<file path="src/rtl/apu_defs.sv">
// rtl/apu_defs.sv - APU register offsets, status bit positions and status byte helper
package apu_defs;

  localparam logic [4:0] ADDR_TRI_LINEAR = 5'h08;
  localparam logic [4:0] ADDR_TRI_TLO    = 5'h0A;
  localparam logic [4:0] ADDR_TRI_THI    = 5'h0B;
  localparam logic [4:0] ADDR_STATUS     = 5'h15;
  localparam logic [4:0] ADDR_FRAME      = 5'h17;

  localparam int TRI_STATUS_BIT = 2;
  localparam int FRAME_IRQ_BIT  = 6;

  function automatic logic [7:0] status_byte(input logic tri_nz, input logic frame_irq);
    logic [7:0] s;
    s = 8'h00;
    s[TRI_STATUS_BIT] = tri_nz;
    s[FRAME_IRQ_BIT]  = frame_irq;
    return s;
  endfunction

endpackage

</file>
<file path="src/rtl/apu_reg_interface_if.sv">
// rtl/apu_reg_interface_if.sv - CPU register bus between the CPU side and the APU register front end
interface apu_reg_interface_if;

  logic [4:0] cpu_addr;
  logic [7:0] cpu_data;
  logic       cpu_we;
  logic       cpu_re;
  logic [7:0] cpu_rdata;

  modport master (
    output cpu_addr,
    output cpu_data,
    output cpu_we,
    output cpu_re,
    input  cpu_rdata
  );

  modport slave (
    input  cpu_addr,
    input  cpu_data,
    input  cpu_we,
    input  cpu_re,
    output cpu_rdata
  );

endinterface

</file>
<file path="src/rtl/apu_frame_reset_delay.sv">
// rtl/apu_frame_reset_delay.sv - phase-dependent delayed frame sequencer reset pulse
module apu_frame_reset_delay #(
  parameter int RESET_DELAY_EVEN = 3,
  parameter int RESET_DELAY_ODD  = 4
) (
  input  logic clk,
  input  logic reset,
  input  logic load,
  output logic frame_reset
);

  localparam logic [2:0] DELAY_EVEN = 3'(RESET_DELAY_EVEN);
  localparam logic [2:0] DELAY_ODD  = 3'(RESET_DELAY_ODD);

  logic       phase_q, phase_d;
  logic       pending_q, pending_d;
  logic       pulse_q, pulse_d;
  logic [2:0] count_q, count_d;

  // A new load always wins, so a rewrite restarts the countdown and only the latest one fires.
  always_comb begin
    phase_d   = ~phase_q;
    count_d   = count_q;
    pending_d = pending_q;
    pulse_d   = 1'b0;
    if (load) begin
      count_d   = phase_q ? DELAY_ODD : DELAY_EVEN;
      pending_d = 1'b1;
    end else if (pending_q) begin
      if (count_q == 3'd1) begin
        pulse_d   = 1'b1;
        pending_d = 1'b0;
      end else begin
        count_d = count_q - 3'd1;
      end
    end
  end

  always_ff @(posedge clk) begin
    if (!reset) begin
      phase_q   <= 1'b0;
      count_q   <= 3'd0;
      pending_q <= 1'b0;
      pulse_q   <= 1'b0;
    end else begin
      phase_q   <= phase_d;
      count_q   <= count_d;
      pending_q <= pending_d;
      pulse_q   <= pulse_d;
    end
  end

  assign frame_reset = pulse_q;

endmodule

</file>
<file path="src/rtl/apu_reg_interface.sv">
// rtl/apu_reg_interface.sv - APU CPU register decoder, triangle/frame register file and status read
module apu_reg_interface
  import apu_defs::*;
#(
  parameter int RESET_DELAY_EVEN = 3,
  parameter int RESET_DELAY_ODD  = 4
) (
  input  logic                 clk,
  input  logic                 reset,
  apu_reg_interface_if.slave   cpu,
  input  logic                 tri_len_nonzero,
  input  logic                 frame_irq_in,
  output logic [7:0]           tri_reg1,
  output logic [7:0]           tri_reg2,
  output logic [7:0]           tri_reg3,
  output logic                 tri_load,
  output logic                 tri_enable,
  output logic                 tri_len_clear,
  output logic                 frame_mode,
  output logic                 frame_irq_inhibit,
  output logic                 frame_reset,
  output logic                 irq_clear
);

  logic [7:0] tri_reg1_q, tri_reg1_d;
  logic [7:0] tri_reg2_q, tri_reg2_d;
  logic [7:0] tri_reg3_q, tri_reg3_d;
  logic       tri_load_q, tri_load_d;
  logic       tri_enable_q, tri_enable_d;
  logic       tri_len_clear_q, tri_len_clear_d;
  logic       frame_mode_q, frame_mode_d;
  logic       frame_inhibit_q, frame_inhibit_d;
  logic       irq_clear_q, irq_clear_d;
  logic [7:0] rdata_q, rdata_d;
  logic       frame_load;

  always_comb begin
    tri_reg1_d      = tri_reg1_q;
    tri_reg2_d      = tri_reg2_q;
    tri_reg3_d      = tri_reg3_q;
    tri_enable_d    = tri_enable_q;
    frame_mode_d    = frame_mode_q;
    frame_inhibit_d = frame_inhibit_q;
    rdata_d         = rdata_q;
    tri_load_d      = 1'b0;
    tri_len_clear_d = 1'b0;
    irq_clear_d     = 1'b0;
    frame_load      = 1'b0;

    if (cpu.cpu_we) begin
      case (cpu.cpu_addr)
        ADDR_TRI_LINEAR: tri_reg1_d = cpu.cpu_data;
        ADDR_TRI_TLO:    tri_reg2_d = cpu.cpu_data;
        ADDR_TRI_THI: begin
          tri_reg3_d = cpu.cpu_data;
          tri_load_d = 1'b1;
        end
        ADDR_STATUS: begin
          tri_enable_d    = cpu.cpu_data[TRI_STATUS_BIT];
          tri_len_clear_d = ~cpu.cpu_data[TRI_STATUS_BIT];
        end
        ADDR_FRAME: begin
          frame_mode_d    = cpu.cpu_data[7];
          frame_inhibit_d = cpu.cpu_data[6];
          frame_load      = 1'b1;
        end
        default: ;
      endcase
    end

    // Status reflects the live inputs of this cycle, independent of any concurrent write.
    if (cpu.cpu_re) begin
      if (cpu.cpu_addr == ADDR_STATUS) begin
        rdata_d     = status_byte(tri_len_nonzero, frame_irq_in);
        irq_clear_d = 1'b1;
      end else begin
        rdata_d = 8'h00;
      end
    end
  end

  always_ff @(posedge clk) begin
    if (!reset) begin
      tri_reg1_q      <= 8'h00;
      tri_reg2_q      <= 8'h00;
      tri_reg3_q      <= 8'h00;
      tri_load_q      <= 1'b0;
      tri_enable_q    <= 1'b0;
      tri_len_clear_q <= 1'b0;
      frame_mode_q    <= 1'b0;
      frame_inhibit_q <= 1'b0;
      irq_clear_q     <= 1'b0;
      rdata_q         <= 8'h00;
    end else begin
      tri_reg1_q      <= tri_reg1_d;
      tri_reg2_q      <= tri_reg2_d;
      tri_reg3_q      <= tri_reg3_d;
      tri_load_q      <= tri_load_d;
      tri_enable_q    <= tri_enable_d;
      tri_len_clear_q <= tri_len_clear_d;
      frame_mode_q    <= frame_mode_d;
      frame_inhibit_q <= frame_inhibit_d;
      irq_clear_q     <= irq_clear_d;
      rdata_q         <= rdata_d;
    end
  end

  apu_frame_reset_delay #(
    .RESET_DELAY_EVEN (RESET_DELAY_EVEN),
    .RESET_DELAY_ODD  (RESET_DELAY_ODD)
  ) u_frame_reset_delay (
    .clk         (clk),
    .reset       (reset),
    .load        (frame_load),
    .frame_reset (frame_reset)
  );

  assign tri_reg1          = tri_reg1_q;
  assign tri_reg2          = tri_reg2_q;
  assign tri_reg3          = tri_reg3_q;
  assign tri_load          = tri_load_q;
  assign tri_enable        = tri_enable_q;
  assign tri_len_clear     = tri_len_clear_q;
  assign frame_mode        = frame_mode_q;
  assign frame_irq_inhibit = frame_inhibit_q;
  assign irq_clear         = irq_clear_q;
  assign cpu.cpu_rdata     = rdata_q;

endmodule

</file>
<file path="src/flat_wrapper.sv">
// flat-port wrapper written by rule: the top's interface ports become plain ports
module apu_reg_interface_flat import apu_defs::*;
#(
  parameter int RESET_DELAY_EVEN = 3,
  parameter int RESET_DELAY_ODD  = 4
)
  (clk, reset, tri_len_nonzero, frame_irq_in, tri_reg1, tri_reg2, tri_reg3, tri_load, tri_enable, tri_len_clear, frame_mode, frame_irq_inhibit, frame_reset, irq_clear, cpu_cpu_addr, cpu_cpu_data, cpu_cpu_we, cpu_cpu_re, cpu_cpu_rdata);
  apu_reg_interface_if cpu_i ();
  input  logic clk;
  input  logic reset;
  input  logic tri_len_nonzero;
  input  logic frame_irq_in;
  output logic [7:0] tri_reg1;
  output logic [7:0] tri_reg2;
  output logic [7:0] tri_reg3;
  output logic tri_load;
  output logic tri_enable;
  output logic tri_len_clear;
  output logic frame_mode;
  output logic frame_irq_inhibit;
  output logic frame_reset;
  output logic irq_clear;
  input wire logic [$bits(cpu_i.cpu_addr)-1:0] cpu_cpu_addr;
  input wire logic [$bits(cpu_i.cpu_data)-1:0] cpu_cpu_data;
  input wire logic [$bits(cpu_i.cpu_we)-1:0] cpu_cpu_we;
  input wire logic [$bits(cpu_i.cpu_re)-1:0] cpu_cpu_re;
  output wire logic [$bits(cpu_i.cpu_rdata)-1:0] cpu_cpu_rdata;
  assign cpu_i.cpu_addr = cpu_cpu_addr;
  assign cpu_i.cpu_data = cpu_cpu_data;
  assign cpu_i.cpu_we = cpu_cpu_we;
  assign cpu_i.cpu_re = cpu_cpu_re;
  assign cpu_cpu_rdata = cpu_i.cpu_rdata;
  apu_reg_interface #(.RESET_DELAY_EVEN(RESET_DELAY_EVEN), .RESET_DELAY_ODD(RESET_DELAY_ODD)) u_core (.clk(clk), .reset(reset), .cpu(cpu_i), .tri_len_nonzero(tri_len_nonzero), .frame_irq_in(frame_irq_in), .tri_reg1(tri_reg1), .tri_reg2(tri_reg2), .tri_reg3(tri_reg3), .tri_load(tri_load), .tri_enable(tri_enable), .tri_len_clear(tri_len_clear), .frame_mode(frame_mode), .frame_irq_inhibit(frame_irq_inhibit), .frame_reset(frame_reset), .irq_clear(irq_clear));
endmodule
</file>
<file path="config.mk">
export PLATFORM = sky130hd
export DESIGN_NAME = apu_reg_interface_flat
export DESIGN_NICKNAME = d
export VERILOG_FILES = /design/src/rtl/apu_defs.sv /design/src/rtl/apu_reg_interface_if.sv /design/src/rtl/apu_frame_reset_delay.sv /design/src/rtl/apu_reg_interface.sv /design/src/flat_wrapper.sv
export SDC_FILE = /design/constraint.sdc
export NUM_CORES = 1
export LEC_CHECK = 0
export CORE_MARGIN = 5
export CORE_UTILIZATION = 44
export CTS_CLUSTER_SIZE = 10
export DETAILED_ROUTE_END_ITERATION = 12
export PLACE_DENSITY = 0.79
export SLEW_MARGIN = 0
export SYNTH_ARGS = -nofsm -noshare
export SYNTH_HDL_FRONTEND = slang
export SYNTH_SLANG_ARGS = --single-unit
</file>
<file path="constraint.sdc">
create_clock -name clk -period 1.7 [get_ports clk]
set_input_delay 0.255 -clock clk [delete_from_list [all_inputs] [get_ports clk]]
set_output_delay 0.255 -clock clk [all_outputs]
set_load 0.005 [all_outputs]
</file>
==> results by group, run 1 <==
Routing
  – Remaining DRCs: 0
  – Vias post-DR: 1,431
  – Routed wire length: 3.83 mm
  – Post-DRT Antenna Nets: 0
  – DRT Pass-1 Iters: 5
  – Detailed Route Iter0 Violations: 68
  – Via density: 5.09
  – Wire per inst: 13.6 µm

Timing
  – Unrepaired setup endpoints after global routing: false
  – F_max: 670 MHz
  – Setup skew after layout: 0.498 ps
  – Setup ws final: 208 ps
  – Post-route setup TNS: 0 ps
  – Setup-failing EPs final: 0
  – Final period util: 0.878
  – Fin. max-slew vios: 0
  – Final hold vios: 0
  – Final Critical Period: 1490 ps

Cells and area
  – Ant. Diodes: 0
  – Area Growth Syn to Fin: 43.9%
  – Design area: 0.00229 mm²
  – Layout Cells excl Fill: 281
  – Share of cells above drive strength 1: 0.102
  – Most frequent cells in the layout: clkdlybuf4s50_1 (51), dfxtp_1 (38), nand2_1 (33)
  – Most common cell after layout, fill and taps aside: clkdlybuf4s50_1
  – Layout net count: 255

Die
  – Initial Util: 0.466
  – IO Count: 58
  – DIE AREA: 0.00492 mm²
  – Row count: 21
  – Die Y: 70.1 µm
  – Core ar.: 0.00342 mm²
  – Die X: 70.1 µm

Hold path
  – Hold depth: 1
  – Worst Hold Class: reg -> reg

Logic synthesis
  – EDFF count, synth: 0
  – Synth Cell Area: 0.00159 mm²
  – Synth unique cells: 32
  – Ys async rst share: 0
  – Synth warn: 0
  – Post-Syn Instances: 173
  – Seq cells post-synth: 38
  – Sequential fraction of the synthesis area: 0.478
  – Most used DFF post-synth: dfxtp_1
  – Mean Syn Cell Area: 9.20 µm²

Global route
  – Tot GR Track Use: 0.161
  – Global-route wire length before repair: 6.35 mm
  – Gr ovfl total: 0
  – Initial antenna violation count: 0
  – Number of global-route vias before repair: 1,345
  – Largest net degree at the start of global routing: 19

Worst setup path
  – Crit path launch type: input port
  – Worst r2r path cells: 5
  – Worst setup path class: in -> reg
  – Crit path required time: 1980 ps
  – Crit end category: flip-flop
  – Worst-path fanout max: 8
  – Critical Path AT: 1770 ps

Clock tree
  – Clock H-tree levels: 2
  – Clock transition at the registers of the reported paths: 100 ps
  – Num Clock Sinks: 38
  – Num CTS Buffers: 5
  – Post-CTS Hold Buffers: 0
  – Max clock buf depth: 2
  – Root Buffer: clkbuf_4
  – Clk_lat worst skew: 340 ps
  – Postcts setup bufs: 0
  – Post-CTS Resized: 0
  – CTS tree: yes

Pwr
  – Power density cells: 811 mW/mm²
  – VDD IR max: 0.562 mV
  – P_leak: 0.000885 µW

Placed design
  – Pre-CTS setup slack: -151 ps
  – Port Buffers: 51
  – Hpwl dp: 2.91 mm
  – Dpl cell area: 0.00218 mm²
  – Number of instances in the placed design: 273
  – GP Congestion: 0.767

Status
  – Status: completed

Job
  – Max Cap Viol: 0
## synth_stat cells, types with 2 or more instances
cell type | count | area [µm²]
dfxtp_1 | 38 | 761
nand2_1 | 33 | 124
mux2i_1 | 17 | 170
a21oi_1 | 13 | 65.1
nand3_1 | 12 | 60.1
o21ai_0 | 10 | 50.1
buf_4 | 7 | 52.6
inv_1 | 5 | 18.8
nor2_1 | 4 | 15.0
clkbuf_1 | 3 | 11.3
nor3_1 | 3 | 15.0
and3_1 | 2 | 12.5
buf_2 | 2 | 10.0
buf_6 | 2 | 22.5
ha_1 | 2 | 25.0
nand4b_1 | 2 | 17.5
o22ai_1 | 2 | 12.5
o41ai_1 | 2 | 17.5
## power breakdown
group	switching, µW	internal (µW)
combinational	79.7	80.2
sequential	5.24	899
clock	297	498
## state kept, by name, summed over array words and instances, names as in the netlist, 2 cells and up
signal	count
u_core.cpu.cpu_rdata	2
u_core.tri_reg1	8
u_core.tri_reg2	8
u_core.tri_reg3	8
u_core.u_frame_reset_delay.count_q	3
## routing by layer
layer / wire [µm] / up-vias / share of wire / GRT usage
li1: - / 713 / - / -
met1: 1690 / 670 / 0.44 / 0.197
met2: 1830 / 43 / 0.48 / 0.259
met3: 243 / 5 / 0.063 / 0.0545
met4: 66 / 0 / 0.017 / 0.0638
met5: 0 / - / 0 / 0
## cell families (layout without fill, tap and decap cells)
group                    Yosys count  count (layout)  share of synthesized area
other                              1               6                    0.00236
multiplexers                      17              17                      0.107
adder cells (fa/ha/maj)            2               2                     0.0157
buffers and inverters             20              77                     0.0802
AND/OR/NAND/NOR                   64              64                      0.205
flip-flops                        38              38                      0.478
AO/OA/AOI/OAI                     31              31                      0.112
## cell type report
cell class	instances	area (µm²)
inverter	5	18.8
clock buffer	6	51.3
fill	304	1120
multi-input combinational	120	722
tap	46	57.6
clock inverter	2	60.1
sequential	38	761
timing repair buffer	64	621
## final timing paths
kind / startpoint / endpoint / slack [ps]
worst min register to register: u_core.u_frame_reset_delay.phase_q / u_core.u_frame_reset_delay.phase_q / 440
worst max-delay path: cpu_cpu_addr[3] / u_core.tri_reg1[2] / 210
worst max register to register: u_core.u_frame_reset_delay.count_q[1] / u_core.u_frame_reset_delay.count_q[1] / 410
worst min-delay path: u_core.u_frame_reset_delay.phase_q / u_core.u_frame_reset_delay.phase_q / 440
## per-stage QoR
stage               hold slack, ps  total power (µW)   util
floorplan                      331               999      -
global placement               413              1080  0.638
detailed placement             423              1080  0.638
CTS                            448              1880  0.671
global route                   476              1930  0.671
finish                         445              1860  0.671
## critical path: stages
cell and delay (ps):
clkdlybuf4s50_1 460, or3b_1 420, nor4b_4 290, buf_12 170, mux2i_1 160
No activity file was read; power rests on OpenSTA's default activity.
==> run 2, diff against run 1 <==
- clock period: 1.7 -> 1.4 ns (I/O delays scaled with it)
==> run 2 against run 1 <==
  * Sequential share of layout area grew 0.39 points
  * Clock-buffer cell count stayed put
  * Combinational power is 22% higher
  * Sequential cell count unchanged
  * Routed wire length rose by 1.9%
  * Via count increased by 3.1%
  * Core utilization is 2.4 points higher
  * Sequential power increased by 22%
  * Final area rose by 3.6%
  * Clock power grew 21%
  * Critical path type is now reg -> out
  * Largest power group unchanged
  * Highest routed layer unchanged
==> results by group, run 2 (same netlist as run 1, synthesis figures left out) <==
Status
  – Status: completed

Cells and area
  – Share of cells above drive strength 1: 0.252
  – Most common cell after layout, fill and taps aside: nand2_1
  – Area Growth Syn to Fin: 49.1%
  – Ant. Diodes: 0
  – Utilization after layout: 0.695
  – Layout net count: 262
  – Most frequent cells in the layout: nand2_1 (33), dfxtp_2 (29), dlygate4sd2_1 (26)

Routing
  – Post-DRT Antenna Nets: 0
  – Wire per inst: 13.6 µm
  – Remaining DRCs: 0
  – Detailed Route Iter0 Violations: 67
  – Vias post-DR: 1,475
  – DRT Pass-1 Iters: 4
  – Routed wire length: 3.90 mm
  – Via density: 5.12

Worst setup path
  – Worst setup path class: reg -> out
  – Crit path required time: 1190 ps
  – Register-to-register setup slack: 140 ps
  – Worst r2r path cells: 5
  – Critical Path AT: 1140 ps
  – Crit end category: output port
  – CP max stage cell: clkdlybuf4s50_1
  – Worst-path cell chain: clkdlybuf4s50_1
  – RR Startpoint: u_core.u_frame_reset_delay.count_q[1]
  – Critical Path Max Stage Delay: 490 ps
  – CP bufs+invs: 1
  – Crit path launch type: flip-flop
  – Largest delay share family, worst path: buffers and inverters
  – Worst-path fanout max: 1
  – Reg-to-Reg End: u_core.u_frame_reset_delay.count_q[1]

Pwr
  – Sequential Power Share: 0.487
  – Combinational Power Share: 0.087
  – Switching part of the total power: 0.204
  – Tot Pwr: 2260 µW
  – Power density cells: 951 mW/mm²
  – Clock network power share: 0.426
  – VDD IR max: 0.486 mV
  – Int Power: 1800 µW
  – P_sw: 460 µW
  – P_leak: 0.00122 µW

Die
  – Die X: 70.1 µm
  – Core ar.: 0.00342 mm²
  – DIE AREA: 0.00492 mm²
  – IO Count: 58
  – Row count: 21
  – Die Y: 70.1 µm
  – Initial Util: 0.466

Global route
  – Gr ovfl total: 0
  – Initial antenna violation count: 0
  – Largest net degree at the start of global routing: 20
  – Global-route wire length before repair: 6.39 mm
  – Number of global-route vias before repair: 1,383
  – Tot GR Track Use: 0.160

Clock tree
  – Max clock buf depth: 2
  – Num Clock Sinks: 38
  – Num CTS Buffers: 5
  – Root Buffer: clkbuf_4
  – CTS tree: yes
  – Clock H-tree levels: 2
  – Clock transition at the registers of the reported paths: 120 ps
  – Clk_lat worst skew: 330 ps

Placed design
  – Hpwl dp: 2.98 mm
  – Port Buffers: 51
  – GP Congestion: 0.769

Timing
  – Fin. max-slew vios: 0
  – Unrepaired setup endpoints after global routing: false
  – Final period util: 0.965
  – Setup-failing EPs final: 0
  – F_max: 740 MHz
  – Setup skew after layout: 0.348 ps
  – Final hold vios: 0
  – Final Critical Period: 1350 ps

Hold path
  – Hold_sp: tri_len_nonzero
  – Worst Hold Class: in -> reg
  – Hold depth: 3
  – Worst Hold End: u_core.cpu.cpu_rdata[2]

Job
  – Max Cap Viol: 0
==> run 2: routing by layer <==
metal  vias up  routed length (µm)  track usage  share of wire
met5         -                   0            0              0
met4         0                  43       0.0511          0.011
met3         4                 201       0.0416          0.051
met2        45                1960        0.282           0.50
met1       702                1700        0.188           0.44
li1        724                   -            -              -
==> run 2: final cells by class <==
cell class	count	area [µm²]
clock inverters	2	60.1
repair buffers	71	663
flip-flops and latches	38	797
multi-input cells	120	724
clock buffers	6	51.3
inverters	5	18.8
fillers	288	1040
well taps	46	57.6
==> run 2: worst max path at each step <==
stage	startpoint	slack (ps)	depth (start not counted)	end
6_report	u_core.u_frame_reset_delay.frame_reset	50	1	frame_reset
5_1_grt	u_core.u_frame_reset_delay.frame_reset	0.2	1	frame_reset
4_1_cts	u_core.frame_irq_inhibit	0.3	1	frame_irq_inhibit
3_5_place_dp	cpu_cpu_addr[3]	-410	5	u_core.tri_reg1[3]
3_3_place_gp	cpu_cpu_addr[3]	-370	5	u_core.tri_reg1[3]
2_1_floorplan	cpu_cpu_addr[2]	60	5	u_core.tri_reg1[0]
==> run 2: timing repair <==
item,in CTS,in global routing
pin swaps,2,0
setup endpoints to repair,39,9
setup buffers,3,0
hold buffers,0,0
gates resized for setup,55,10
==> run 2: metrics by stage <==
step / worst slack (ps) / TNS, ps / hold WS [ps] / std cells / cell area, µm²
after floorplan: 59.7 / 0 / 286 / 178 / 1610
after global placement: -373 / -7330 / 415 / 277 / 2210
after detailed placement: -411 / -8190 / 425 / 277 / 2210
after CTS: 0.327 / 0 / 420 / 288 / 2350
after global routing: 0.216 / 0 / 412 / 288 / 2370
final: 49.5 / 0 / 442 / 288 / 2370
==> run 2: power by group through the flow <==
stage | Sequential [µW] | Clock, µW | Combinational, µW
6_report | 1100 | 962 | 196
5_1_grt | 1100 | 1030 | 213
4_1_cts | 1100 | 987 | 196
3_5_place_dp | 1120 | 0 | 199
3_3_place_gp | 1120 | 0 | 196
2_1_floorplan | 1120 | 0 | 90.6
==> run 3, diff against run 2 <==
- clock period: 1.4 -> 1.5 ns (I/O delays scaled with it)
==> run 3 against run 2 <==
  * Non-clock buffer count decreased by 4
  * Sequential cell count unchanged
  * Die area unchanged
  * Routed wire length decreased by 6.3%
  * Core utilization decreased by 3.0 points
  * Critical path type unchanged
  * Final area decreased by 4.3%
  * Worst hold slack improved by 1.3 ps
==> results by group, run 3 (same netlist as run 1, synthesis figures left out) <==
Placed design
  – Port Buffers: 51
  – Dpl cell area: 0.00220 mm²
  – Pre-CTS setup slack: -325 ps
  – Hpwl dp: 2.87 mm
  – GP Congestion: 0.798

Timing
  – Worst Hold Slack: 443 ps
  – Setup-failing EPs final: 0
  – Setup ws final: 55.5 ps
  – Fin. max-slew vios: 0
  – Unrepaired setup endpoints after global routing: false
  – Setup skew after layout: 8.81 ps
  – Final period util: 0.963
  – Final Critical Period: 1440 ps
  – Final hold vios: 0
  – F_max: 692 MHz

Worst setup path
  – Critical path depth: 1
  – Worst r2r path cells: 5
  – Worst setup path class: reg -> out
  – Register-to-register setup slack: 230 ps
  – Largest delay share family, worst path: buffers and inverters
  – Worst-path fanout max: 2
  – RR Startpoint: u_core.u_frame_reset_delay.count_q[1]
  – Crit path to: tri_reg1[1]
  – Worst Setup SP: u_core.tri_reg1[1]
  – CP max stage cell: clkdlybuf4s50_1
  – Crit path launch type: flip-flop
  – Critical Path Max Stage Delay: 500 ps
  – CP bufs+invs: 1
  – Reg-to-Reg End: u_core.u_frame_reset_delay.count_q[0]
  – Worst-path cell chain: clkdlybuf4s50_1
  – Critical Path AT: 1220 ps
  – Crit end category: output port
  – Crit path required time: 1270 ps

Cells and area
  – Most common cell after layout, fill and taps aside: clkdlybuf4s50_1
  – Area Growth Syn to Fin: 42.6%
  – Layout net count: 258
  – Most frequent cells in the layout: clkdlybuf4s50_1 (51), dfxtp_1 (37), nand2_1 (33)
  – Ant. Diodes: 0
  – Share of cells above drive strength 1: 0.122
  – Design area: 0.00227 mm²

Pwr
  – Combinational Power Share: 0.104
  – Sequential Power Share: 0.579
  – P_sw: 431 µW
  – Power density cells: 781 mW/mm²
  – Clock network power share: 0.317
  – P_leak: 0.000875 µW
  – VDD IR max: 0.661 mV
  – Int Power: 1340 µW
  – Switching part of the total power: 0.243

Routing
  – Post-DRT Antenna Nets: 0
  – Remaining DRCs: 0
  – Via density: 4.90
  – Detailed Route Iter0 Violations: 47
  – Vias post-DR: 1,391
  – DRT Pass-1 Iters: 4
  – Wire per inst: 12.9 µm
  – Routed wire length: 3.66 mm

Clock tree
  – Clock transition at the registers of the reported paths: 120 ps
  – CTS tree: yes
  – Clk_lat worst skew: 340 ps
  – Clock H-tree levels: 2
  – Max clock buf depth: 2
  – Num Clock Sinks: 38
  – Num CTS Buffers: 5
  – Root Buffer: clkbuf_4
  – Postcts setup bufs: 0

Die
  – Die Y: 70.1 µm
  – Initial Util: 0.466
  – Row count: 21
  – Core ar.: 0.00342 mm²
  – Die X: 70.1 µm
  – DIE AREA: 0.00492 mm²
  – IO Count: 58

Status
  – Status: completed

Global route
  – Tot GR Track Use: 0.153
  – Gr ovfl total: 0
  – Largest net degree at the start of global routing: 19
  – Initial antenna violation count: 0
  – Global-route wire length before repair: 6.11 mm
  – Number of global-route vias before repair: 1,308

Hold path
  – Worst Hold Class: reg -> reg

Job
  – Max Cap Viol: 0
[run 3: changes by cell type in the layout (fill, tap and decap cells not counted), sizes merged]
cell	previous run	this run
clkdlybuf4s50	16	51
buf	20	16
clkinv	0	1
dlymetal6s2s	9	0
clkinvlp	0	1
bufinv	2	0
dlygate4sd2	26	0
[run 3: final cells by class]
class	instances	area, µm²
fillers	291	1150
flip-flops and latches	38	762
multi-input cells	120	724
repair buffers	67	643
well taps	46	57.6
clock buffers	6	51.3
inverters	5	18.8
clock inverters	2	12.5
[run 3: per-stage QoR]
stage,total power (µW),setup TNS [ps],utilization,instances
after floorplan,1130,0,-,178
after global placement,1230,-4370,0.645,276
after detailed placement,1230,-4890,0.645,276
after CTS,1790,0,0.663,284
after global routing,1850,0,0.664,284
final,1770,0,0.664,284
[run 3: worst min path at each step]
stage | cells past startpoint | slack, ps | endpoint | startpoint
floorplan | 1 | 300 | u_core.tri_len_clear | cpu_cpu_data[2]
detailed placement | 1 | 430 | u_core.u_frame_reset_delay.phase_q | u_core.u_frame_reset_delay.phase_q
CTS | 3 | 450 | u_core.cpu.cpu_rdata[6] | frame_irq_in
finish | 1 | 440 | u_core.u_frame_reset_delay.phase_q | u_core.u_frame_reset_delay.phase_q
global placement | 1 | 410 | u_core.u_frame_reset_delay.phase_q | u_core.u_frame_reset_delay.phase_q
global route | 3 | 460 | u_core.cpu.cpu_rdata[6] | frame_irq_in
[run 3: metal layers]
metal  vias to the layer above  routed length, µm  global-route usage  part of all wire
met1                       622               1680               0.193              0.46
met4                         0                 68              0.0702             0.019
met2                        42               1690               0.250              0.46
met3                         7                222              0.0316             0.061
li1                        720                  -                   -                 -
met5                         -                  0                   0                 0
[run 3: power groups by stage]
stage | Combinational (µW) | Sequential, µW | Clock [µW]
2_1_floorplan | 84.5 | 1050 | 0
3_3_place_gp | 181 | 1050 | 0
3_5_place_dp | 183 | 1050 | 0
4_1_cts | 184 | 1030 | 580
5_1_grt | 202 | 1030 | 624
6_report | 185 | 1030 | 562
[run 3: timing repair]
item / 4_1_cts / 5_1_grt
resized for setup: 0 / 2
hold buffers: 0 / 0
endpoints found under the setup margin: 0 / 2
